### config.mk
export PLATFORM = sky130hd
export DESIGN_NAME = trapezoid_job_sched
export DESIGN_NICKNAME = d
export VERILOG_FILES = /design/src/rtl/trapezoid_job_sched.sv
export SDC_FILE = /design/constraint.sdc
export NUM_CORES = 1
export LEC_CHECK = 0
export BUFFER_PORTS_ARGS = -buffer_cell sky130_fd_sc_hd__buf_2
export CORE_MARGIN = 1
export CORE_UTILIZATION = 56
export CTS_CLUSTER_DIAMETER = 200
export DETAILED_ROUTE_END_ITERATION = 8
export PLACE_DENSITY = 0.95
export SYNTH_ARGS = -nofsm -noshare
export SYNTH_HDL_FRONTEND = slang
export SYNTH_SLANG_ARGS = --single-unit
export TNS_END_PERCENT = 20
### constraint.sdc
create_clock -name clk -period 4.9 [get_ports clk]
set_input_delay 0 -clock clk [delete_from_list [all_inputs] [get_ports clk]]
set_output_delay 0 -clock clk [all_outputs]
set_load 0.01 [all_outputs]
### src/rtl/trapezoid_job_sched.sv
`default_nettype none
// +--------------------------------------------------------------------------+
// | Module      : trapezoid_job_sched                                         |
// | Description : Two-requester round-robin job scheduler for the trapezoid   |
// |               renderer. Serialises four packed vertices onto the         |
// |               nt/xi/yi port, tracks busy/po, counts pixels and reports   |
// |               one completion record per job.                             |
// | Options     : define TRAP_SCHED_TIMEOUT_EN to enable the watchdog         |
// | Revision    : 1.0 - initial release                                      |
// +--------------------------------------------------------------------------+
module trapezoid_job_sched #(
  parameter int CNT_W   = 16,
  parameter int TIMEOUT = 4096
) (
  input  logic             clk,
  input  logic             reset,
  input  logic             req0_valid,
  output logic             req0_ready,
  input  logic [31:0]      req0_x,
  input  logic [31:0]      req0_y,
  input  logic             req1_valid,
  output logic             req1_ready,
  input  logic [31:0]      req1_x,
  input  logic [31:0]      req1_y,
  output logic             render_nt,
  output logic [7:0]       render_xi,
  output logic [7:0]       render_yi,
  input  logic             render_busy,
  input  logic             render_po,
  output logic             done_valid,
  output logic             done_id,
  output logic [CNT_W-1:0] done_pix,
  output logic             done_err,
  output logic             sched_busy
);

  localparam logic [2:0] c_IDLE      = 3'd0;
  localparam logic [2:0] c_SEND      = 3'd1;
  localparam logic [2:0] c_WAIT_BUSY = 3'd2;
  localparam logic [2:0] c_RENDER    = 3'd3;
  localparam logic [2:0] c_DONE      = 3'd4;

  logic [2:0]       r_state;
  logic [1:0]       r_k;
  logic [31:0]      r_x;
  logic [31:0]      r_y;
  logic             r_id;
  logic             r_last;      // requester served last; reset value 1 favours req0
  logic [CNT_W-1:0] r_cnt;
  logic             r_nt;
  logic [7:0]       r_xi;
  logic [7:0]       r_yi;
  logic             r_done_valid;
  logic             r_done_id;
  logic [CNT_W-1:0] r_done_pix;

  logic             w_idle_open;
  logic             w_gnt;
  logic             w_accept;
  logic [1:0]       w_k_next;
  logic [7:0]       w_xv;
  logic [7:0]       w_yv;
  logic [CNT_W-1:0] w_cnt_next;
  logic             w_timeout_hit;
  logic             w_enter_done;

  // Round-robin grant: with both valid, serve the one not served last
  always_comb begin
    w_idle_open = (r_state == c_IDLE) && !render_busy;
    w_gnt       = req0_valid ? (req1_valid ? ~r_last : 1'b0) : 1'b1;
    w_accept    = w_idle_open && (req0_valid || req1_valid);
  end

  assign req0_ready = w_idle_open & req0_valid & ~w_gnt;
  assign req1_ready = w_idle_open & req1_valid & w_gnt;

  // Next vertex to present while walking through SEND
  always_comb begin
    w_k_next = r_k + 2'd1;
    case (w_k_next)
      2'd0:    begin w_xv = r_x[31:24]; w_yv = r_y[31:24]; end
      2'd1:    begin w_xv = r_x[23:16]; w_yv = r_y[23:16]; end
      2'd2:    begin w_xv = r_x[15:8];  w_yv = r_y[15:8];  end
      default: begin w_xv = r_x[7:0];   w_yv = r_y[7:0];   end
    endcase
  end

  // Saturating pixel count including this cycle's strobe
  always_comb begin
    w_cnt_next = r_cnt;
    if (render_po && (r_cnt != {CNT_W{1'b1}})) begin
      w_cnt_next = r_cnt + 1'b1;
    end
  end

`ifdef TRAP_SCHED_TIMEOUT_EN
  logic [31:0] r_wd;
  logic        r_done_err;

  assign w_timeout_hit = ((r_state == c_WAIT_BUSY) || (r_state == c_RENDER)) &&
                         (r_wd == 32'(TIMEOUT - 1));

  // Watchdog runs only while waiting on the renderer; held at zero elsewhere
  always_ff @(posedge clk) begin
    if (reset) begin
      r_wd <= '0;
    end else if ((r_state == c_WAIT_BUSY) || (r_state == c_RENDER)) begin
      r_wd <= r_wd + 32'd1;
    end else begin
      r_wd <= '0;
    end
  end

  // Error flag accompanies the completion record of a timed-out job
  always_ff @(posedge clk) begin
    if (reset) begin
      r_done_err <= 1'b0;
    end else begin
      r_done_err <= w_timeout_hit;
    end
  end

  assign done_err = r_done_err;
`else
  wire w_unused_timeout = (TIMEOUT != 0);

  assign w_timeout_hit = 1'b0;
  assign done_err      = 1'b0;
`endif

  assign w_enter_done = w_timeout_hit || ((r_state == c_RENDER) && !render_busy);

  // Main job FSM; render and done outputs are registered and default low
  always_ff @(posedge clk) begin
    if (reset) begin
      r_state      <= c_IDLE;
      r_k          <= 2'd0;
      r_x          <= '0;
      r_y          <= '0;
      r_id         <= 1'b0;
      r_last       <= 1'b1;
      r_cnt        <= '0;
      r_nt         <= 1'b0;
      r_xi         <= 8'h00;
      r_yi         <= 8'h00;
      r_done_valid <= 1'b0;
      r_done_id    <= 1'b0;
      r_done_pix   <= '0;
    end else begin
      r_nt         <= 1'b0;
      r_xi         <= 8'h00;
      r_yi         <= 8'h00;
      r_done_valid <= 1'b0;
      r_done_id    <= 1'b0;
      r_done_pix   <= '0;
      case (r_state)
        c_IDLE: begin
          if (w_accept) begin
            r_x     <= w_gnt ? req1_x : req0_x;
            r_y     <= w_gnt ? req1_y : req0_y;
            r_id    <= w_gnt;
            r_cnt   <= '0;
            r_k     <= 2'd0;
            r_nt    <= 1'b1;
            r_xi    <= w_gnt ? req1_x[31:24] : req0_x[31:24];
            r_yi    <= w_gnt ? req1_y[31:24] : req0_y[31:24];
            r_state <= c_SEND;
          end
        end
        c_SEND: begin
          if (r_k == 2'd3) begin
            r_state <= c_WAIT_BUSY;
          end else begin
            r_k  <= w_k_next;
            r_xi <= w_xv;
            r_yi <= w_yv;
          end
        end
        c_WAIT_BUSY, c_RENDER: begin
          if (r_state == c_RENDER) begin
            r_cnt <= w_cnt_next;
          end
          if (w_enter_done) begin
            r_state      <= c_DONE;
            r_done_valid <= 1'b1;
            r_done_id    <= r_id;
            r_done_pix   <= (r_state == c_RENDER) ? w_cnt_next : r_cnt;
          end else if ((r_state == c_WAIT_BUSY) && render_busy) begin
            r_state <= c_RENDER;
          end
        end
        c_DONE: begin
          r_last  <= r_id;
          r_state <= c_IDLE;
        end
        default: r_state <= c_IDLE;
      endcase
    end
  end

  assign render_nt  = r_nt;
  assign render_xi  = r_xi;
  assign render_yi  = r_yi;
  assign done_valid = r_done_valid;
  assign done_id    = r_done_id;
  assign done_pix   = r_done_pix;
  assign sched_busy = (r_state != c_IDLE);

endmodule
`default_nettype wire

==> results.json, run 1 <==
{
  "wl_mm": 27.76,
  "maxSlewViolCount": 0,
  "seq_area_frac_synth_pct": 41.90,
  "power_frac_seq_pct": 37.9,
  "worstPathRequired_ns": 5.27,
  "synth_fp_nets": 758,
  "start_util_pct": 58.83,
  "switching_share_pct": 29.02,
  "netlist_top_cells_area": "dfxtp_1 (42%), mux2i_1 (11%), nor2_1 (7.7%)",
  "p_leak_nw": 3.705,
  "path_class": "reg -> reg",
  "htreeDepth": 4,
  "ys_warn_count": 0,
  "die_w_um": 104.0,
  "die_h_um": 104.0,
  "synthCells": 618,
  "track_usage_pct": 49.03,
  "area_growth_pct": 46.15,
  "p_sw_mw": 0.8504,
  "relSlewSlack_pct": 8.431,
  "path_max_fanout": 26,
  "finalHoldWorstSlack_ns": -0.03815,
  "post-route-drc-count": 72,
  "vias": 7254,
  "place_area_um2": 6613,
  "status": "complete, but fails checks",
  "drive_gt1_share_pct": 26.97,
  "antenna_found_initial": 3,
  "post_drt_wl_per_cell_um": 26.79,
  "max_stage_delay_ns": 0.85,
  "yosysUniqueCellTypes": 47,
  "peakVddDrop_mv": 0.2648,
  "cts_tree": "yes",
  "dr.pass1.iters": 9,
  "synth_top_area_share_pct": 41.90,
  "r2r_setup_slack_ns": 1.50,
  "io_buffers": 171,
  "avgViaCountPerCell": 7.002,
  "syn_avg_cell_area_um2": 9.433,
  "drv_cap": 0,
  "cellPowerDensity_nw_per_um2": 343.9,
  "async_flop_share_pct": 0,
  "ys_seq_elements": 122,
  "post-route-period-util_pct": 69.36,
  "final_nets": 1029,
  "yosys.cell_count.top_type": "dfxtp_1",
  "p_clk_share_pct": 43.9,
  "yosys_most_used_dff": "dfxtp_1",
  "fin_area_um2": 8519,
  "design.portCount": 173,
  "grt_pass1_wl_mm": 40.30,
  "arrival_ns": 3.77,
  "cts_root_buf": "clkbuf_8",
  "timing.fmax_mhz": 294.2,
  "clock_latency_ns": 0.54,
  "finalSetupViolCount": 0,
  "die-area_um2": 10820,
  "dp_hpwl_mm": 10.36,
  "critPathCaptureType": "flip-flop",
  "ys_top_cells_by_count": "dfxtp_1 (122), nor2_1 (120), mux2i_1 (64)",
  "grt_max_degree": 102,
  "hp-class": "in -> reg",
  "ant_nets": 0,
  "cp_cell_sequence": "o21ai_4 > buf_4 > mux2i_1 > dlygate4sd3_1 > a211oi_1",
  "hold_violations": 1,
  "skew_ns": 0.01252,
  "failed_checks": "design-rule violations, negative hold slack",
  "gp_congestion": 0.8573,
  "grt_pass1_vias": 7198,
  "yosysTopAreaCell": "dfxtp_1",
  "power_frac_comb_pct": 18.2,
  "critical_path.startpoint_type": "flip-flop",
  "synth-edff-count": 0,
  "clkSinkCount": 122,
  "crit_path_top_delay_cell": "o21ai_4",
  "cts-buffers-inserted": 17,
  "clk_pin_slew_ns": 0.06,
  "cell_internal_pwr_mw": 2.080,
  "synth_area_um2": 5829,
  "clockBufferDepth": 2,
  "rows": 36,
  "core_um2": 9910,
  "totalNegativeSetupSlack_ns": 0,
  "overflow": 0,
  "rsz0062_at_grt": "false",
  "min_period_ns": 3.399,
  "drtIter0Drc": 1755,
  "tightest_slew_ns": 1.374
}
[sequential cells by signal (all words and copies together), names as in the netlist]
name        cells
done_pix       16
r_state         3
render_yi       8
r_id            1
r_y            32
render_xi       8
done_valid      1
render_nt       1
r_last          1
r_x            32
r_k             2
r_cnt          16
done_id         1
[final cells by class]
class	instances	area, um^2
timing repair buffer	306	2202
clock buffer	25	494.2
clock inverter	6	86.33
fill	379	1390
multi-input combinational	432	3085
sequential	122	2442
tap	133	166.4
inverter	10	37.54
antenna	2	5.005
[power groups by stage]
stage | sequential [mW] | clock [mW] | combinational, mW
floorplan | 1.10 | 0 | 0.234
global placement | 1.10 | 0 | 0.322
detailed placement | 1.11 | 0 | 0.338
CTS | 1.09 | 1.22 | 0.445
global route | 1.11 | 1.30 | 0.551
finish | 1.11 | 1.29 | 0.535
[cells by family (layout without fill, tap and decap cells)]
group                      count (synthesis)  in the layout  synth area share, %
and+or+nand+nor                          192            192                15.93
AOI/OAI and AO/OA                        154            154                22.02
xor gates and xnor gates                  15             15                2.254
muxes                                     64             64                10.99
other                                      1              3              0.06433
buffers and inverters                     64            347                5.559
DFF                                      122            122                41.90
adders and majority gates                  6              6                1.288
[metal layers]
metal | GRT usage, % | part of all wire [%]
met1 | 50.99 | 31
met4 | 43.47 | 13
met3 | 20.68 | 15
met2 | 75.57 | 42
met5 | 1.429 | 0.029
[path summary, 6_finish.rpt]
path                           from  depth (start not counted)                      end
min                      req1_y[29]                          4  render_yi[5]$_SDFF_PP0_
max reg2reg     r_last$_SDFFE_PP1N_                          5     r_x[27]$_SDFFE_PP0P_
max             r_last$_SDFFE_PP1N_                          5     r_x[27]$_SDFFE_PP0P_
min reg2reg  r_cnt[15]$_SDFFE_PP0P_                          2   r_cnt[15]$_SDFFE_PP0P_
[cells in the final DEF, fill, tap and decap left out, types with 3 or more instances in the layout]
| cell type | instances |
|---|---|
| nand2_1 | 11 |
| and2_1 | 3 |
| nor2_1 | 120 |
| ha_1 | 6 |
| a222oi_1 | 16 |
| and3_1 | 4 |
| clkbuf_8 | 6 |
| dlygate4sd3_1 | 132 |
| nand4_1 | 8 |
| and4_1 | 4 |
| or3_1 | 10 |
| a21oi_1 | 28 |
| o31ai_1 | 4 |
| o21ai_1 | 5 |
| inv_1 | 10 |
| buf_2 | 170 |
| dfxtp_1 | 122 |
| nor3_1 | 7 |
| clkbuf_1 | 3 |
| a211oi_1 | 35 |
| buf_4 | 4 |
| xor2_1 | 7 |
| mux2i_1 | 64 |
| a211oi_2 | 31 |
| nand3_1 | 8 |
| nand2b_1 | 6 |
| o22a_1 | 16 |
| xnor2_1 | 8 |
| clkbuf_16 | 16 |
| o21ai_0 | 8 |
[critical path: cells and delay by family (launching register included)]
| family | cells | cell delay, ns |
|---|---|---|
| AO/OA/AOI/OAI | 2 | 1.45 |
| buffers and inverters | 2 | 1.18 |
| flip-flops | 1 | 0.34 |
| multiplexers | 1 | 0.23 |
[per-stage QoR]
step / setup slack, ns / cells / power, mW / utilization, %
after floorplan: 3.117 / 618 / 1.333 / -
after global routing: 1.450 / 1036 / 2.961 / 85.97
after CTS: 2.034 / 1034 / 2.747 / 85.92
after detailed placement: 2.174 / 871 / 1.444 / 66.73
final: 1.501 / 1036 / 2.930 / 85.97
after global placement: 2.345 / 871 / 1.425 / 66.73
[repair_timing]
item                      CTS  global route
gates resized for setup     0             0
setup buffers               0             0
hold buffers              132             0
hold endpoints to repair   77             0
Note: power is estimated with default switching activity, not from simulation.
==> run 2, diff against run 1 <==
Settings changed: CORE_UTILIZATION 56 to 52, PLACE_DENSITY 0.95 to 0.92.
Clock period 4.9 ns to 3.2 ns, I/O delays scaled along.
==> run 2 against run 1 <==
Compared with the run above:
- the flow now finishes without violations
- routed wire length down 16%
- sequential cell count unchanged
- fmax up 22%
- sequential power up 51%
- sequential share of layout area down 0.21 points
- final cell count up 0.87%
- combinational power up 48%
- non-clock buffer count up 3
- total power up 49%
- via count down 7.3%
- critical path type unchanged
- critical endpoint is now r_x[19]$_SDFFE_PP0P_
==> results.json, run 2 (same netlist as run 1, synthesis figures left out) <==
{
  "clk_pin_slew_ns": 0.06,
  "peakVddDrop_mv": 0.3546,
  "area_growth_pct": 47.22,
  "place_area_um2": 6666,
  "whs_path_depth": 4,
  "track_usage_pct": 40.45,
  "cts_tree": "yes",
  "crit_path_top_delay_cell": "o21a_4",
  "avgViaCountPerCell": 6.433,
  "clock_latency_ns": 0.52,
  "final_cell_mix": "buf_2 (170), dlygate4sd3_1 (134), dfxtp_1 (122)",
  "wl_mm": 23.28,
  "htreeDepth": 4,
  "min_to": "r_cnt[0]$_SDFFE_PP0P_",
  "dp_hpwl_mm": 9.469,
  "die_w_um": 107.9,
  "drtIter0Drc": 1028,
  "tightest_slew_ns": 1.334,
  "final_common_cell": "buf_2",
  "rsz0062_at_grt": "false",
  "p_leak_nw": 3.732,
  "post_drt_wl_per_cell_um": 22.28,
  "instances_no_fill": 1045,
  "overflow": 0,
  "maxSlewViolCount": 0,
  "drive_gt1_share_pct": 27.40,
  "worstPathRequired_ns": 3.66,
  "finalSetupViolCount": 0,
  "skew_ns": 0.009388,
  "fin_util_pct": 78.82,
  "fin_area_um2": 8582,
  "dp_cells": 879,
  "hold_violations": 0,
  "status": "complete, no violations",
  "fillCellCount": 513,
  "io_buffers": 171,
  "die-area_um2": 11640,
  "clkSinkCount": 122,
  "r2r_start": "r_state[1]$_SDFFE_PP0P_",
  "arrival_ns": 3.26,
  "totalNegativeSetupSlack_ns": 0,
  "clockBufferDepth": 2,
  "relSlewSlack_pct": 11.09,
  "min_period_ns": 2.797,
  "max_stage_delay_ns": 0.60,
  "r2r_setup_slack_ns": 0.40,
  "rows": 38,
  "design.portCount": 173,
  "path_max_fanout": 52,
  "critPathCaptureType": "flip-flop",
  "core_um2": 10890,
  "die_h_um": 107.9,
  "r2r_end": "r_x[19]$_SDFFE_PP0P_",
  "path_class": "reg -> reg",
  "place_ws_ns": 1.056,
  "min-delay-start": "render_po",
  "gp_congestion": 0.8176,
  "ant_nets": 0,
  "cts-buffers-inserted": 17,
  "antenna_found_initial": 0,
  "post-route-period-util_pct": 87.40,
  "grt_pass1_wl_mm": 35.48,
  "hp-class": "in -> reg",
  "final_nets": 1032,
  "dr.pass1.iters": 8,
  "start_util_pct": 53.54,
  "post-route-drc-count": 0,
  "grt_max_degree": 67,
  "setup_ws_ns": 0.4033,
  "drv_cap": 0,
  "critical_path.startpoint_type": "flip-flop",
  "n_antenna_cell": 0,
  "vias": 6722,
  "cellPowerDensity_nw_per_um2": 509.9,
  "post_cts_buffers": 0,
  "cts_root_buf": "clkbuf_8",
  "grt_pass1_vias": 6690,
  "cp_cell_sequence": "nor4_2 > o21a_4 > buf_12 > nor2_1 > a211oi_2 > dlygate4sd3_1",
  "largestRegisters": "r_x (32), r_y (32)",
  "timing.fmax_mhz": 357.6,
  "r2r_cells": 6
}
==> run 2: cell types whose count changed in the layout (fill, tap and decap cells not counted), sizes merged <==
cell	before	now
clkinv	3	5
dlygate4sd3	132	134
clkbuf	25	19
inv	10	16
diode	2	0
bufinv	2	1
buf	174	175
==> run 2: worst max-delay path by stage <==
stage | end | slack (ns) | start
floorplan | r_cnt[4]$_SDFFE_PP0P_ | 1.42 | r_cnt[0]$_SDFFE_PP0P_
global placement | r_cnt[11]$_SDFFE_PP0P_ | 1.09 | r_state[1]$_SDFFE_PP0P_
detailed placement | r_cnt[11]$_SDFFE_PP0P_ | 1.06 | r_state[1]$_SDFFE_PP0P_
CTS | r_x[19]$_SDFFE_PP0P_ | 0.56 | r_state[1]$_SDFFE_PP0P_
global route | r_x[19]$_SDFFE_PP0P_ | 0.23 | r_state[1]$_SDFFE_PP0P_
finish | r_x[19]$_SDFFE_PP0P_ | 0.40 | r_state[1]$_SDFFE_PP0P_
==> run 2: what timing repair did <==
item,in CTS,in global routing
hold endpoints to repair,83,0
endpoints found under the setup margin,0,0
gates resized for setup,0,0
hold buffers,134,0
==> run 2: final cells by class <==
cell class	count	area (um^2)	area share [%]
Clock inverter	13	132.6	1.545
Clock buffer	19	441.7	5.147
Timing Repair Buffer	309	2267	26.42
Sequential cell	122	2442	28.46
Tap cell	140	175.2	2.041
Multi-Input combinational cell	432	3085	35.95
Inverter	10	37.54	0.4374
==> run 2: stage by stage <==
step / power [mW] / hold slack (ns)
finish: 4.376 / 0.06121
CTS: 4.198 / 0.008508
global route: 4.449 / 0.03957
global placement: 2.194 / 0.3357
floorplan: 2.041 / 0.06219
detailed placement: 2.211 / 0.3285
==> run 2: power by group <==
group,internal (mW),total (mW),switching [mW]
registers,1.61,1.68,0.0754
logic,0.374,0.794,0.421
clock network,1.09,1.90,0.804
total,3.08,4.38,1.30
==> run 2: layer usage <==
layer | part of all wire [%] | up-vias | GRT usage (%)
met5 | 0 | - | 0
met4 | 7.9 | 0 | 26.52
met3 | 11 | 219 | 12.11
met2 | 45 | 621 | 65.29
met1 | 36 | 3082 | 46.22
li1 | - | 2800 | -
==> run 2: worst max-delay path: cells and delay by family, from the launching register on <==
kind                   cells  cell delay [ns]
AOI/OAI and AO/OA          2             0.81
and+or+nand+nor            2             0.54
DFF                        1             0.45
buffers and inverters      2             0.90
